File: src/rtl/entrada_time_pkg.sv
// Shared types and default sizing for the team-entry controller.
// The optional timeout (macro ENTRY_TIMEOUT_EN) uses DEF_TIMEOUT/DEF_TIMER_W.
package entrada_time_pkg;
    typedef enum logic [1:0] {
        IDLE   = 2'b00,
        OPEN   = 2'b01,
        CLOSED = 2'b10
    } state_t;

    localparam int DEF_MAX_TEAMS = 8;
    localparam int DEF_MIN_TEAMS = 2;
    localparam int DEF_CNT_W     = 4;
    localparam int DEF_TIMEOUT   = 16;
    localparam int DEF_TIMER_W   = 5;
endpackage

File: src/rtl/team_entry_ctrl_if.sv
// Front-panel controls into the entry controller and its status outputs.
interface team_entry_ctrl_if #(parameter int CNT_W = 4);
    logic             start;
    logic             entrada;
    logic             close;
    logic             cancel;
    logic [CNT_W-1:0] teams;
    logic             busy;
    logic             full;
    logic             done;

    modport master (output start, entrada, close, cancel,
                    input  teams, busy, full, done);
    modport slave  (input  start, entrada, close, cancel,
                    output teams, busy, full, done);
endinterface

File: src/rtl/counter_sync_en.sv
// Synchronous up-counter: clear (reset) and clr (load zero) beat en.
module counter_sync_en #(
    parameter int CNT_W = 4
) (
    input  logic             clock,
    input  logic             clear,
    input  logic             clr,
    input  logic             en,
    output logic [CNT_W-1:0] q
);
    always_ff @(posedge clock) begin
        if (clear || clr) q <= '0;
        else if (en)      q <= q + 1'b1;
    end
endmodule

File: src/rtl/team_entry_ctrl.sv
// Entry-window sequencer: counts team registrations, closes on max/close/timeout.
// Inactivity timeout is built only when ENTRY_TIMEOUT_EN is defined.
//   state  | meaning
//   IDLE   | no window, waiting for start
//   OPEN   | window open, counting entries
//   CLOSED | window ended, count held for the next stage
module team_entry_ctrl
    import entrada_time_pkg::*;
#(
    parameter int MAX_TEAMS = DEF_MAX_TEAMS,
    parameter int MIN_TEAMS = DEF_MIN_TEAMS,
    parameter int CNT_W     = DEF_CNT_W
`ifdef ENTRY_TIMEOUT_EN
    ,
    parameter int TIMEOUT   = DEF_TIMEOUT,
    parameter int TIMER_W   = DEF_TIMER_W
`endif
) (
    input  logic           clock,
    input  logic           clear,
    team_entry_ctrl_if.slave bus
);
    localparam logic [CNT_W:0] MAX_C = (CNT_W+1)'(MAX_TEAMS);
    localparam logic [CNT_W:0] MIN_C = (CNT_W+1)'(MIN_TEAMS);

    state_t           state, state_nxt;
    logic [CNT_W-1:0] teams;
    logic [CNT_W:0]   cnt_inc;
    logic             inc, teams_clr, teams_en;
    logic             done_q, done_nxt, full_q, full_nxt;

    counter_sync_en #(.CNT_W(CNT_W)) u_teams (
        .clock (clock), .clear (clear), .clr (teams_clr), .en (teams_en), .q (teams)
    );

`ifdef ENTRY_TIMEOUT_EN
    localparam logic [TIMER_W-1:0] TO_LAST = TIMER_W'(TIMEOUT - 1);
    logic [TIMER_W-1:0] timer;
    logic               timer_clr, timer_en, timeout_hit;

    counter_sync_en #(.CNT_W(TIMER_W)) u_timer (
        .clock (clock), .clear (clear), .clr (timer_clr), .en (timer_en), .q (timer)
    );
    assign timeout_hit = (timer == TO_LAST);
`endif

    // Count can never exceed MAX_TEAMS, so the incremented value is the close test input.
    assign inc     = bus.entrada && ({1'b0, teams} < MAX_C);
    assign cnt_inc = {1'b0, teams} + {{CNT_W{1'b0}}, inc};

    always_ff @(posedge clock) begin
        if (clear) begin
            state  <= IDLE;
            done_q <= 1'b0;
            full_q <= 1'b0;
        end else begin
            state  <= state_nxt;
            done_q <= done_nxt;
            full_q <= full_nxt;
        end
    end

    always_comb begin
        state_nxt = state;
        teams_clr = 1'b0;
        teams_en  = 1'b0;
        done_nxt  = 1'b0;
        full_nxt  = full_q;
`ifdef ENTRY_TIMEOUT_EN
        timer_clr = 1'b0;
        timer_en  = 1'b0;
`endif
        case (state)
            IDLE: begin
                if (bus.start) begin
                    state_nxt = OPEN;
                    teams_clr = 1'b1;
                    full_nxt  = 1'b0;
`ifdef ENTRY_TIMEOUT_EN
                    timer_clr = 1'b1;
`endif
                end
            end
            OPEN: begin
                if (bus.cancel) begin
                    state_nxt = IDLE;
                    teams_clr = 1'b1;
                    full_nxt  = 1'b0;
                end else begin
                    teams_en = inc;
                    if (inc && (cnt_inc == MAX_C)) begin
                        state_nxt = CLOSED;
                        done_nxt  = 1'b1;
                        full_nxt  = 1'b1;
                    end else if (bus.close && (cnt_inc >= MIN_C)) begin
                        state_nxt = CLOSED;
                        done_nxt  = 1'b1;
                    end
`ifdef ENTRY_TIMEOUT_EN
                    else if (!bus.entrada && timeout_hit && ({1'b0, teams} >= MIN_C)) begin
                        state_nxt = CLOSED;
                        done_nxt  = 1'b1;
                    end
                    // Too few teams at timeout: restart the inactivity window.
                    timer_clr = bus.entrada || timeout_hit;
                    timer_en  = !bus.entrada && !timeout_hit;
`endif
                end
            end
            CLOSED: begin
                if (bus.start) begin
                    state_nxt = OPEN;
                    teams_clr = 1'b1;
                    full_nxt  = 1'b0;
`ifdef ENTRY_TIMEOUT_EN
                    timer_clr = 1'b1;
`endif
                end else if (bus.cancel) begin
                    state_nxt = IDLE;
                    teams_clr = 1'b1;
                    full_nxt  = 1'b0;
                end
            end
            default: state_nxt = IDLE;
        endcase
    end

    assign bus.teams = teams;
    assign bus.busy  = (state == OPEN);
    assign bus.full  = full_q;
    assign bus.done  = done_q;
endmodule

File: src/flat_wrapper.sv
// flat-port wrapper written by rule: the top's interface ports become plain ports
module team_entry_ctrl_flat import entrada_time_pkg::*;
#(
    parameter int MAX_TEAMS = DEF_MAX_TEAMS,
    parameter int MIN_TEAMS = DEF_MIN_TEAMS,
    parameter int CNT_W     = DEF_CNT_W

)
  (clock, clear, bus_start, bus_entrada, bus_close, bus_cancel, bus_teams, bus_busy, bus_full, bus_done);
  team_entry_ctrl_if #(.CNT_W(CNT_W)) bus_i ();
  input  logic clock;
  input  logic clear;
  input wire logic [$bits(bus_i.start)-1:0] bus_start;
  input wire logic [$bits(bus_i.entrada)-1:0] bus_entrada;
  input wire logic [$bits(bus_i.close)-1:0] bus_close;
  input wire logic [$bits(bus_i.cancel)-1:0] bus_cancel;
  output wire logic [$bits(bus_i.teams)-1:0] bus_teams;
  output wire logic [$bits(bus_i.busy)-1:0] bus_busy;
  output wire logic [$bits(bus_i.full)-1:0] bus_full;
  output wire logic [$bits(bus_i.done)-1:0] bus_done;
  assign bus_i.start = bus_start;
  assign bus_i.entrada = bus_entrada;
  assign bus_i.close = bus_close;
  assign bus_i.cancel = bus_cancel;
  assign bus_teams = bus_i.teams;
  assign bus_busy = bus_i.busy;
  assign bus_full = bus_i.full;
  assign bus_done = bus_i.done;
  team_entry_ctrl #(.MAX_TEAMS(MAX_TEAMS), .MIN_TEAMS(MIN_TEAMS), .CNT_W(CNT_W)) u_core (.clock(clock), .clear(clear), .bus(bus_i));
endmodule
File: config.mk
export PLATFORM = sky130hd
export DESIGN_NAME = team_entry_ctrl_flat
export DESIGN_NICKNAME = d
export VERILOG_FILES = /design/src/rtl/entrada_time_pkg.sv /design/src/rtl/team_entry_ctrl_if.sv /design/src/rtl/counter_sync_en.sv /design/src/rtl/team_entry_ctrl.sv /design/src/flat_wrapper.sv
export SDC_FILE = /design/constraint.sdc
export NUM_CORES = 1
export LEC_CHECK = 0
export BUFFER_PORTS_ARGS = -buffer_cell sky130_fd_sc_hd__buf_2
export CORE_AREA = 4 4 41 43
export CTS_CLUSTER_DIAMETER = 100
export DETAILED_ROUTE_END_ITERATION = 16
export DIE_AREA = 0 0 45 47
export SLEW_MARGIN = 20
export SYNTH_ARGS = -nofsm -noshare
export SYNTH_HDL_FRONTEND = slang
export SYNTH_SLANG_ARGS = --single-unit
File: constraint.sdc
create_clock -name clock -period 4.2 [get_ports clock]
set_input_delay 0.42 -clock clock [delete_from_list [all_inputs] [get_ports clock]]
set_output_delay 0.42 -clock clock [all_outputs]
set_load 0.1 [all_outputs]
==> results of run 1 <==
where the power goes:
group          leakage (nW)  switching [W]  internal [W]  total [W]
clock                0.0138      0.0000268     0.0000327  0.0000595
sequential           0.0648     0.00000228     0.0000776  0.0000799
combinational         0.165      0.0000223    0.00000906  0.0000313
through the flow:
stage	instance area, um2	setup WS, ns	utilization	hold slack [ns]	cells
after floorplan	467	1.60	-	0.478	49
after global placement	546	2.25	0.419	0.531	76
after detailed placement	546	2.17	0.419	0.536	76
after CTS	568	2.22	0.437	0.407	79
after global routing	568	2.10	0.437	0.434	79
final	568	2.24	0.437	0.414	79
state kept, by name, summed over array words and instances, names as in the netlist:
signal,count
u_core.bus.done,1
u_core.u_teams.q,4
u_core.bus.full,1
u_core.state,2
routing by layer:
metal / up-vias / share of wire
met5: - / 0
met4: 0 / 0.0094
met3: 2 / 0.046
met2: 7 / 0.51
met1: 204 / 0.44
li1: 209 / -
final cells by class:
type                            count  area [um2]
Clock buffer                        3        22.5
Multi-Input combinational cell     39         299
Tap cell                           15        18.8
Inverter                            2        7.51
Timing Repair Buffer               12        60.1
Sequential cell                     8         160
Fill cell                         145         733
worst max-delay path, cell delays in order, from the launching register on:
cell	delay, ns
dfxtp_1	0.39
nand2b_4	0.19
inv_1	0.05
ha_1	0.20
ha_1	0.34
o41ai_1	0.27
a41oi_1	0.13
nor2_1	0.18
o21ai_0	0.09
cells by family (layout without fill, tap and decap cells):
kind of cell / Yosys count / after routing
and+or+nand+nor: 22 / 22
AOI/OAI and AO/OA: 11 / 11
DFF: 8 / 8
adders and majority gates: 3 / 3
xor gates and xnor gates: 2 / 2
buffers and inverters: 2 / 17
muxes: 1 / 1
cells in the mapped netlist:
cell type / instances
nor4_4: 1
o31ai_2: 1
nand3_1: 1
ha_1: 3
nand2b_1: 1
nor2_1: 9
mux2i_1: 1
o21a_1: 1
and2_1: 1
dfxtp_1: 8
nand2b_4: 2
o21ai_0: 2
xnor2_1: 2
o41ai_1: 1
nand2_1: 3
nor4b_2: 1
a41oi_1: 2
a21oi_1: 3
inv_1: 2
nand4_1: 1
a211o_1: 1
nor3_2: 1
or3_4: 1
worst paths after layout:
kind | start | end | slack, ns
setup / recovery | u_core.u_teams.q[3]$_SDFFE_PP0P_ | u_core.state[1]$_SDFFE_PP0P_ | 2.24
setup reg to reg | u_core.u_teams.q[3]$_SDFFE_PP0P_ | u_core.state[1]$_SDFFE_PP0P_ | 2.24
hold reg to reg | u_core.state[1]$_SDFFE_PP0P_ | u_core.state[1]$_SDFFE_PP0P_ | 0.54
hold / removal | bus_start | u_core.state[0]$_SDFFE_PP0P_ | 0.41
==> results.yml, run 1 <==
outcome:
  status: "finished, final reports clean"
run:
  cap_violations: 0
detailed_routing:
  postRouteAntennaNets: 0
  routed_wl_um: 958
  drtPass1Iterations: 4
  post_drt_via_cell_ratio: 5.34
  drcViolationCount: 0
  vias: 422
  wl_per_cell_um: 12.1
  drt-initial-drc-count: 3
logic_synthesis:
  synth_nets: 58
  synth_top_family_by_area: "simple AND/OR/NAND/NOR gates"
  synth_mux_area_frac: 0.0214
  yosys.area.top_type: "dfxtp_1"
  synth_area_um2: 467
  ys_warn_count: 0
  syn_inst: 49
  synthAdderAreaFrac: 0.0804
  synth_top_area_share: 0.343
  synth-compound-area-share: 0.172
  synth.area.top_cells: "dfxtp_1, ha_1, nor2_1, nand2b_4, nor4_4"
  ys_types: 23
  synth_seq_cells: 8
  synthXorXnorAreaFrac: 0.0375
  ys_seq_area_frac: 0.343
  synth_simple_gate_area_frac: 0.330
  avgSynthCellArea_um2: 9.52
clock_network:
  cts_setup_buffers: 0
  cts_buffer_depth: 2
  cts_num_sinks: 8
  cts_buffers: 3
  cts_hold_buf: 0
  clock_latency_ns: 0.26
  path_clk_slew_ns: 0.06
  htreeDepth: 1
  cts-root-buf: "clkbuf_4"
  cts_tree: "done"
  cts_resized: 0
critical_path:
  critPathKind: "flip-flop to flip-flop"
  worst_setup_path_start_kind: "flip-flop"
  critPathCaptureType: "flip-flop"
  arrival_ns: 2.10
  cp_max_fo: 5
  ff2ff_path_depth: 8
  crit_required_ns: 4.34
hold_path:
  hold_depth: 3
  worst_hold_path_type: "input pin to flip-flop"
timing:
  finalSetupTns_ns: 0
  finalMaxSlewViolations: 0
  finalHoldViolCount: 0
  fin_skew_ns: 0.00874
  rsz0062_at_grt: "no"
  fmax_mhz: 511
  post-route-period-util: 0.466
  period_minus_slack_ns: 1.96
  setup-violations-final: 0
  relSlewSlack: 0.679
  tightest_slew_ns: 0.476
layout:
  drive_gt1_frac: 0.344
  layout_common_cells: "buf_2, nor2_1, dfxtp_1"
  nets: 75
  area_delta_synth_final_pct: 21.7
  diodes: 0
  final_common_cell: "buf_2"
global_route:
  grt_max_degree: 8
  grt_overflow: 0
  grt_util_all_layers: 0.100
  grt-busiest-layer: "met2"
  met3_usage: 0.0460
  met1_usage: 0.103
  first_global_vias: 362
  antenna_found_initial: 0
  grt_pass1_wl_um: 1430
  met2_usage: 0.155
placed_design:
  dp_hpwl_um: 740
  gp_congestion: 0.713
  io_buffers: 12
floorplanning:
  core_area_um2: 1300
  rows: 13
  io_pins: 13
  start_util: 0.359
  fp.dieW_um: 45
  die_area_um2: 2120
  die_y_um: 47
pwr:
  powerDensity_nw_per_um2: 301
  finalPower_w: 0.000171
  p_leak_nw: 0.243
  peakVddDrop_mv: 0.156
Note: power is estimated with default switching activity, not from simulation.
==> inputs of run 2 (changes only) <==
==> constraint.sdc (replaced) <==
create_clock -name clock -period 1.9 [get_ports clock]
set_input_delay 0.19 -clock clock [delete_from_list [all_inputs] [get_ports clock]]
set_output_delay 0.19 -clock clock [all_outputs]
set_load 0.1 [all_outputs]
==> run 2 against run 1 <==
Compared with the run above:
- power grew 130%
- global-route usage is 0.71 points higher
- core utilization grew 2.5 points
- first-iteration DRC count unchanged
- critical endpoint unchanged
- clock power rose by 140%
- largest power group unchanged
==> results.yml, run 2 (synthesis gave the netlist of run 1 again) <==
outcome:
  status: "finished, final reports clean"
global_route:
  antenna_found_initial: 0
  grt_overflow: 0
  grt_max_degree: 8
  grt_util_all_layers: 0.108
  first_global_vias: 351
  grt_pass1_wl_um: 1600
floorplanning:
  start_util: 0.359
  fp.dieW_um: 45
  die_area_um2: 2120
  io_pins: 13
  rows: 13
  core_area_um2: 1300
  die_y_um: 47
critical_path:
  critPathCaptureType: "flip-flop"
  worst_setup_path_start_kind: "flip-flop"
  arrival_ns: 1.91
  critPathKind: "flip-flop to flip-flop"
  crit_required_ns: 2.10
  cp_max_fo: 5
layout:
  drive_gt1_frac: 0.431
  fillers: 132
  utilization: 0.462
  top_register: "u_core.u_teams.q"
  nets: 75
  final_area_um2: 601
  area_delta_synth_final_pct: 28.7
  top_regs: "u_core.u_teams.q (4), u_core.state (2)"
  diodes: 0
  multi_input_area_um2: 322
  largest_reg_flops: 4
  seq_area_um2: 166
  layout_common_cells: "buf_2, nor2_1, dfxtp_1"
  final_common_cell: "buf_2"
timing:
  timing.hold.ws_ns: 0.177
  post-route-period-util: 0.901
  setup-violations-final: 0
  finalHoldViolCount: 0
  relSlewSlack: 0.676
  finalMaxSlewViolations: 0
  finalSetupTns_ns: 0
  rsz0062_at_grt: "no"
  tightest_slew_ns: 0.481
  period_minus_slack_ns: 1.71
  fmax_mhz: 584
  fin_skew_ns: 0.0146
detailed_routing:
  routed_wl_um: 997
  post_drt_via_cell_ratio: 5.08
  drcViolationCount: 0
  vias: 406
  drtPass1Iterations: 3
  drt-initial-drc-count: 3
  wl_per_cell_um: 12.5
  postRouteAntennaNets: 0
clock_network:
  cts_tree: "done"
  cts-root-buf: "clkbuf_4"
  cts_hold_buf: 0
  cts_setup_buffers: 0
  clock_latency_ns: 0.26
  cts_num_sinks: 8
  path_clk_slew_ns: 0.06
  cts_buffers: 3
  cts_resized: 0
  htreeDepth: 1
  cts_buffer_depth: 2
pwr:
  powerDensity_nw_per_um2: 650
  peakVddDrop_mv: 0.364
  p_leak_nw: 0.246
  finalPower_w: 0.000391
run:
  cap_violations: 0
hold_path:
  worst_hold_path_type: "input pin to flip-flop"
placed_design:
  dp_hpwl_um: 792
  io_buffers: 12
  placed_area_um2: 574
  gp_congestion: 0.695
run 2: area by class of cell:
class / count / share of cell area
timing repair buffer: 12 / 0.100
inverter: 2 / 0.0125
clock buffer: 4 / 0.0438
tap: 15 / 0.0313
sequential: 8 / 0.277
multi-input combinational: 39 / 0.535
run 2: where the power goes:
group / switching, W / internal, W / leakage [nW]
registers: 0.00000546 / 0.000170 / 0.0666
logic: 0.0000500 / 0.0000207 / 0.165
clock network: 0.0000636 / 0.0000806 / 0.0150
run 2: path summary, 6_finish.rpt:
path,slack (ns),startpoint,to,depth (start not counted)
max,0.19,u_core.u_teams.q[3]$_SDFFE_PP0P_,u_core.state[1]$_SDFFE_PP0P_,8
max reg2reg,0.19,u_core.u_teams.q[3]$_SDFFE_PP0P_,u_core.state[1]$_SDFFE_PP0P_,8
min,0.18,bus_start,u_core.state[0]$_SDFFE_PP0P_,3
min reg2reg,0.51,u_core.u_teams.q[3]$_SDFFE_PP0P_,u_core.u_teams.q[3]$_SDFFE_PP0P_,2
run 2: worst max-delay path, cell delays in order, from the launching register on:
cell	delay, ns
dfxtp_4	0.36
nand2b_4	0.16
inv_1	0.05
ha_2	0.19
ha_4	0.30
nor2_1	0.05
a41oi_1	0.30
nor2_1	0.09
o21ai_0	0.14
run 2: layer usage:
layer	wire length, um	vias to the layer above	share of wire	GRT usage
met3	62	0	0.062	0.0575
met2	436	7	0.44	0.150
met5	0	-	0	0
li1	-	209	-	-
met4	0	0	0	0.0351
met1	498	190	0.50	0.142
run 2: metrics by stage:
stage	std cells	setup WS (ns)
2_1_floorplan	49	0.0165
3_3_place_gp	76	0.232
3_5_place_dp	76	0.191
4_1_cts	80	0.175
5_1_grt	80	0.0528
6_report	80	0.187
